===== config.mk =====
export PLATFORM = sky130hd
export DESIGN_NAME = game_sequencer
export DESIGN_NICKNAME = d
export VERILOG_FILES = /design/src/rtl/game_pkg.sv /design/src/rtl/frame_timer.sv /design/src/rtl/game_sequencer.sv
export SDC_FILE = /design/constraint.sdc
export NUM_CORES = 1
export LEC_CHECK = 0
export CORE_ASPECT_RATIO = 1.1
export CORE_MARGIN = 4
export CORE_UTILIZATION = 49
export CTS_CLUSTER_DIAMETER = 120
export DETAILED_ROUTE_END_ITERATION = 6
export PLACE_DENSITY = 0.74
export SLEW_MARGIN = 30
export SYNTH_ARGS = -nofsm -noshare
export SYNTH_HDL_FRONTEND = slang
export SYNTH_HIERARCHICAL = 1
export SYNTH_SLANG_ARGS = --single-unit

===== constraint.sdc =====
create_clock -name clk_i -period 1.94 [get_ports clk_i]
set_clock_uncertainty 0.2 [all_clocks]
set_input_delay 0.194 -clock clk_i [delete_from_list [all_inputs] [get_ports clk_i]]
set_output_delay 0.194 -clock clk_i [all_outputs]
set_load 0.05 [all_outputs]

===== src/rtl/game_pkg.sv =====
// game_pkg: shared state encoding and serve-direction constants for the pong match controller.
package game_pkg;
  typedef enum logic [2:0] {IDLE, SERVE, PLAY, POINT, GAME_OVER} game_state_t;
  localparam logic SERVE_TO_PLAYER = 1'b0;
  localparam logic SERVE_TO_ENEMY  = 1'b1;
  function automatic int max_int(input int a, input int b);
    return a > b ? a : b;
  endfunction
endpackage


===== src/rtl/frame_timer.sv =====
// frame_timer: loadable down-counter of frame ticks; done_o marks the tick that reaches zero.
module frame_timer #(
  parameter int WIDTH = 8
) (
  input  logic             clk_i,
  input  logic             rst_i,
  input  logic             load_i,
  input  logic [WIDTH-1:0] load_val_i,
  input  logic             tick_i,
  output logic             done_o
);
  logic [WIDTH-1:0] r_cnt;
  always_ff @(posedge clk_i) begin
    if (!rst_i) r_cnt <= '0;
    else if (load_i) r_cnt <= load_val_i;
    else if (tick_i && r_cnt != '0) r_cnt <= r_cnt - 1'b1;
  end
  assign done_o = tick_i && !load_i && r_cnt == WIDTH'(1);
endmodule


===== src/rtl/game_sequencer.sv =====
// game_sequencer: pong match FSM (serve, play, point pause, game over) with scores and winner.
// Define GAME_SEQ_AUTO_SERVE_EN to release the ball on serve-timer expiry instead of waiting for start.
module game_sequencer
  import game_pkg::*;
#(
  parameter int SCORE_W            = 4,
  parameter int WIN_SCORE          = 7,
  parameter int SERVE_DELAY_FRAMES = 60,
  parameter int POINT_PAUSE_FRAMES = 90
) (
  input  logic               clk_i,
  input  logic               rst_i,
  input  logic               start_i,
  input  logic               new_frame_i,
  input  logic               player_miss_i,
  input  logic               enemy_miss_i,
  output logic               ball_run_o,
  output logic               ball_reset_o,
  output logic               serve_dir_o,
  output logic [SCORE_W-1:0] player_score_o,
  output logic [SCORE_W-1:0] enemy_score_o,
  output logic               game_over_o,
  output logic               winner_o
);
  localparam int TW = $clog2(max_int(SERVE_DELAY_FRAMES, POINT_PAUSE_FRAMES) + 1);
  localparam logic [SCORE_W-1:0] WIN = SCORE_W'(WIN_SCORE);
  if (WIN_SCORE < 1 || WIN_SCORE >= 2**SCORE_W || SERVE_DELAY_FRAMES < 1 || POINT_PAUSE_FRAMES < 1)
    begin : g_bad_param
      $error("game_sequencer: illegal parameter combination");
    end
  game_state_t        r_state;
  logic               r_start_q;
  logic               r_run;
  logic               r_ball_reset;
  logic               r_point_load;
  logic               r_dir;
  logic [SCORE_W-1:0] r_pscore;
  logic [SCORE_W-1:0] r_escore;
  logic               r_over;
  logic               r_winner;
  logic               w_start_rise;
  logic               w_done;
  logic [TW-1:0]      w_load_val;
`ifndef GAME_SEQ_AUTO_SERVE_EN
  logic               r_expired;
`endif
  assign w_start_rise = start_i && !r_start_q;
  // the load pulse lands on the first cycle of SERVE/POINT, so the state already selects the value
  assign w_load_val = r_state == SERVE ? TW'(SERVE_DELAY_FRAMES) : TW'(POINT_PAUSE_FRAMES);
  frame_timer #(.WIDTH(TW)) u_timer (
    .clk_i      (clk_i),
    .rst_i      (rst_i),
    .load_i     (r_ball_reset || r_point_load),
    .load_val_i (w_load_val),
    .tick_i     (new_frame_i),
    .done_o     (w_done)
  );
  always_ff @(posedge clk_i) begin
    if (!rst_i) begin
      r_state      <= IDLE;
      r_start_q    <= 1'b1;
      r_run        <= 1'b0;
      r_ball_reset <= 1'b0;
      r_point_load <= 1'b0;
      r_dir        <= SERVE_TO_PLAYER;
      r_pscore     <= '0;
      r_escore     <= '0;
      r_over       <= 1'b0;
      r_winner     <= 1'b0;
`ifndef GAME_SEQ_AUTO_SERVE_EN
      r_expired    <= 1'b0;
`endif
    end else begin
      r_start_q    <= start_i;
      r_ball_reset <= 1'b0;
      r_point_load <= 1'b0;
`ifndef GAME_SEQ_AUTO_SERVE_EN
      if (r_state != SERVE) r_expired <= 1'b0;
`endif
      case (r_state)
        IDLE: begin
          r_pscore <= '0;
          r_escore <= '0;
          r_dir    <= SERVE_TO_PLAYER;
          if (w_start_rise) begin
            r_state      <= SERVE;
            r_ball_reset <= 1'b1;
          end
        end
        SERVE: begin
`ifdef GAME_SEQ_AUTO_SERVE_EN
          if (w_done) begin
            r_state <= PLAY;
            r_run   <= 1'b1;
          end
`else
          if (w_done) r_expired <= 1'b1;
          else if (r_expired && w_start_rise) begin
            r_state <= PLAY;
            r_run   <= 1'b1;
          end
`endif
        end
        PLAY: begin
          if (player_miss_i || enemy_miss_i) begin
            r_state      <= POINT;
            r_run        <= 1'b0;
            r_point_load <= 1'b1;
            if (player_miss_i && !enemy_miss_i) begin
              r_escore <= r_escore + 1'b1;
              r_dir    <= SERVE_TO_PLAYER;
            end else if (enemy_miss_i && !player_miss_i) begin
              r_pscore <= r_pscore + 1'b1;
              r_dir    <= SERVE_TO_ENEMY;
            end
          end
        end
        POINT: begin
          if (w_done && (r_pscore == WIN || r_escore == WIN)) begin
            r_state  <= GAME_OVER;
            r_over   <= 1'b1;
            r_winner <= r_escore == WIN;
          end else if (w_done) begin
            r_state      <= SERVE;
            r_ball_reset <= 1'b1;
          end
        end
        GAME_OVER: begin
          if (w_start_rise) begin
            r_state      <= SERVE;
            r_ball_reset <= 1'b1;
            r_pscore     <= '0;
            r_escore     <= '0;
            r_dir        <= SERVE_TO_PLAYER;
            r_over       <= 1'b0;
            r_winner     <= 1'b0;
          end
        end
        default: r_state <= IDLE;
      endcase
    end
  end
  assign ball_run_o     = r_run;
  assign ball_reset_o   = r_ball_reset;
  assign serve_dir_o    = r_dir;
  assign player_score_o = r_pscore;
  assign enemy_score_o  = r_escore;
  assign game_over_o    = r_over;
  assign winner_o       = r_winner;
endmodule


==> results <==
synthesized netlist by cell type, types with 2 or more instances:
master and instances:
a31oi_1 3, a211oi_1 2, or4b_1 2, nand2b_1 6, clkbuf_1 2, nand3_1 13
a21boi_0 5, buf_2 3, dfxtp_1 26, nor2b_1 3, and3_1 3, and2_1 2
a21oi_1 10, conb_1 2, inv_1 7, a21boi_1 2, and3b_1 2, or3_1 4
ha_1 7, o31a_1 3, nor2_1 11, nand3b_1 3, o21ai_0 11, nand2_1 9
mux2i_1 2, o21ai_1 2, nor3b_1 4, nor3_1 5
repair_timing:
action	in CTS	in global routing
buffers inserted	1	0
endpoints found under the setup margin	9	10
pin swaps	5	5
gates cloned	0	0
resized for setup	9	8
sequential cells by signal, summed over array words and instances (netlist names):
name	cells
serve_dir_o	1
enemy_score_o	4
winner_o	1
r_start_q	1
ball_reset_o	1
r_expired	1
game_over_o	1
r_point_load	1
r_state	3
u_timer/r_cnt	7
player_score_o	4
ball_run_o	1
cell type report:
class	count	area, um^2	area share (%)
clock buffers	4	47.55	2.474
repair buffers	41	355.3	18.49
inverters	8	30.03	1.563
well taps	33	41.29	2.148
multi-input cells	134	920.9	47.92
flip-flops and latches	26	526.8	27.41
metal layers:
metal  GRT usage [%]  share of wire, %
met2           37.57                53
met5               0                 0
met1           24.15                42
met4           8.587               2.7
met3           1.992               2.7
kinds of logic (layout without fill, tap and decap cells):
| group | count (synthesis) | in the layout | synth area share [%] |
|---|---|---|---|
| xor+xnor | 1 | 1 | 0.6046 |
| fa+ha+maj | 7 | 7 | 6.045 |
| other cells | 2 | 3 | 0.5183 |
| flops | 26 | 26 | 35.92 |
| simple gates | 75 | 75 | 30.14 |
| mux | 2 | 2 | 1.382 |
| buf+inv | 15 | 53 | 4.922 |
| compound gates | 46 | 46 | 20.47 |
worst max-delay path, stage by stage (launching register included):
cell	delay [ps]
dfxtp_2	360
nor3_4	200
nand3_2	120
nor3b_4	250
nand3_2	110
or4_4	450
nand2_2	80
a31o_2	140
power breakdown:
part,total (W),switching (W),internal [W]
Combinational,0.000535,0.000267,0.000269
Clock,0.000329,0.000172,0.000158
Sequential,0.000626,0.0000428,0.000583
Total,0.00149,0.000481,0.00101
path summary, 6_finish.rpt:
| kind | to | slack (ps) | cells past startpoint |
|---|---|---|---|
| worst max register to register | r_state[0] | 3 | 7 |
| worst min register to register | serve_dir_o | 280 | 2 |
| worst max-delay path | r_state[0] | 3 | 7 |
| worst min-delay path | serve_dir_o | 280 | 2 |
metrics by stage:
stage | setup slack, ps | utilization, % | power (W) | hold WS (ps)
2_1_floorplan | 6.267 | - | 0.0009740 | 67.04
3_3_place_gp | -227.2 | 65.13 | 0.001115 | 252.1
3_5_place_dp | -367.4 | 65.13 | 0.001139 | 259.1
4_1_cts | -0.9213 | 67.68 | 0.001483 | 278.3
5_1_grt | -84.25 | 68.57 | 0.001585 | 315.5
6_report | 3.455 | 68.57 | 0.001490 | 276.3
==> results.md <==
Run status:
- The flow ran to the end, and the final reports show no timing, DRC or antenna violations.

Die:
- The horizontal die dimension is 59.85 um.
- In this run the standard cell core region covers 2803 um^2.
- The initialized floorplan defines 20 standard-cell rows.
- The floorplan step defined a die boundary enclosing 3892 um^2.
- The number of top-level pins is 19.
- The initial utilization of the core area, before any placement, comes to 51.70%.
- Measured along the y axis, the die boundary spans 65.03 um.

Final layout:
- In the layout the commonest cells are buf_4, dfxtp_1, nor2_1, nand3_1.
- Leaving out fill and tap cells, the most frequent cell in the layout is buf_4.
- Compared with the post-synthesis result, the final layout area differs by 32.64%.
- The diode insertion count for antenna repair is 0.
- The fraction of layout instances using a drive strength above 1 is 22.54%.
- The area of all placed cells without fillers is 1922 um^2.
- The non-filler instance count after layout is 246.
- The net count reported at finish is 227.
- The layout has 235 filler cells.

Critical path:
- STA puts the critical path data arrival time at 2030 ps.
- The critical path starts at u_timer/r_cnt[4].
- At the worst endpoint, the required time is 2030 ps.
- The critical path is of the flop to flop type.
- The startpoint class of the critical path is a flop.
- The reg-to-reg critical path startpoint is u_timer/r_cnt[4].
- In this run the worst path has a maximum fanout of 4.
- STA classifies the critical path endpoint as a flop.

Clock network:
- The largest buffer count on any clock path is 2.
- The TritonCTS clock tree is done.
- After clock tree synthesis, the flow added hold-fix buffers numbering 0.
- The root buffer cell is clkbuf_4.
- The number of CTS-inserted buffers is 3.
- The clock network latency to the later pin of the worst-skew pair is 330 ps.
- CTS built an H-tree with a depth of 1.
- After clock tree synthesis, the clock-pin slew on the worst setup and hold paths is 150 ps.
- The CTS sink count is 26.

STA:
- At the pin with the least slew margin, the transition time is 502.8 ps.
- After routing, the total negative slack on setup checks comes to 0 ps.
- Setup repair after global routing could not meet its margin everywhere.
- The final critical-path required period is 1937 ps.
- Derived from the worst setup path, the maximum achievable clock frequency is 516.4 MHz.
- The hold violation count in the final report is 0.
- The relative slew slack is 66.42%.
- The final critical path takes up 99.82% of the cycle.
- Setup violations remaining at the end of the flow were counted as 0.
- The number of max-slew violations in the final report came to 0.

Synthesis:
- Yosys mapped the design onto 48 distinct sky130hd cell types.
- The synthesized design contains 0 enable-type register cells.
- Of all flip-flops after synthesis, the portion carrying an async set or reset was 0%.
- Each instance of the synthesized netlist takes up on average 8.327 um^2.
- Yosys attributes the largest share of cell area to dfxtp_1, ha_1, nand3_1.
- The warning count from the yosys run is 6.
- The cell area after synthesis is 1449 um^2.
- The gate count of the mapped netlist is 174.
- For this run, the leading register cell type out of synthesis is dfxtp_1.
- The total of flip-flops plus latches after synthesis is 26.
- In this run the biggest area consumer among cell types represents 35.92% of the synthesized area.
- The most area-hungry cell type in the Yosys netlist is dfxtp_1.
- The sequential fraction of the synthesis area is 35.92%.

Detailed routing:
- In this run, the number of DRC markers left after iteration 0 of detailed routing was 45.
- The total number of vias is 1416.
- Dividing the detail-routed wire length by the instance count gives 14.87 um.
- The remaining number of nets flagged by the antenna check after routing is 0.
- Dividing the detail-routed via count by the number of cells gives 5.756.
- The routed design has 3659 um of wire.
- The remaining routing DRC violations is 0.
- Before antenna repair, the detailed router went through 4 iterations.

Place:
- The detailed placement HPWL is 2757 um.
- After detailed placement, the total cell area comes to 1826 um^2.
- The final weighted congestion of routability-driven global placement is 0.8609.
- After detailed placement, the design holds a cell count of 241.
- The count of buffers added on input and output ports is 18.

Power:
- The leakage power summed over all cells is 0.8306 nW.
- The power density over the cells is 775.5 nW/um^2.
- VDD sags by at most 0.0005857 V.

Global route:
- The via count of the first global-routing pass is 1425.
- Summed over all layers, the global routing overflow is 0.
- The initial antenna violation count is 0.
- The overall track demand over capacity in global routing is 20.80%.
- Entering global routing, the biggest net connects 21 pins.
- The wire length of the first global-routing pass is 6258 um.

Run:
- Max-cap violations in this run came to 0.

Worst hold path:
- The class of the tightest hold or removal check is flop to flop.
- In this run the most critical hold path is launched from serve_dir_o.
No activity file was read; power rests on OpenSTA's default activity.
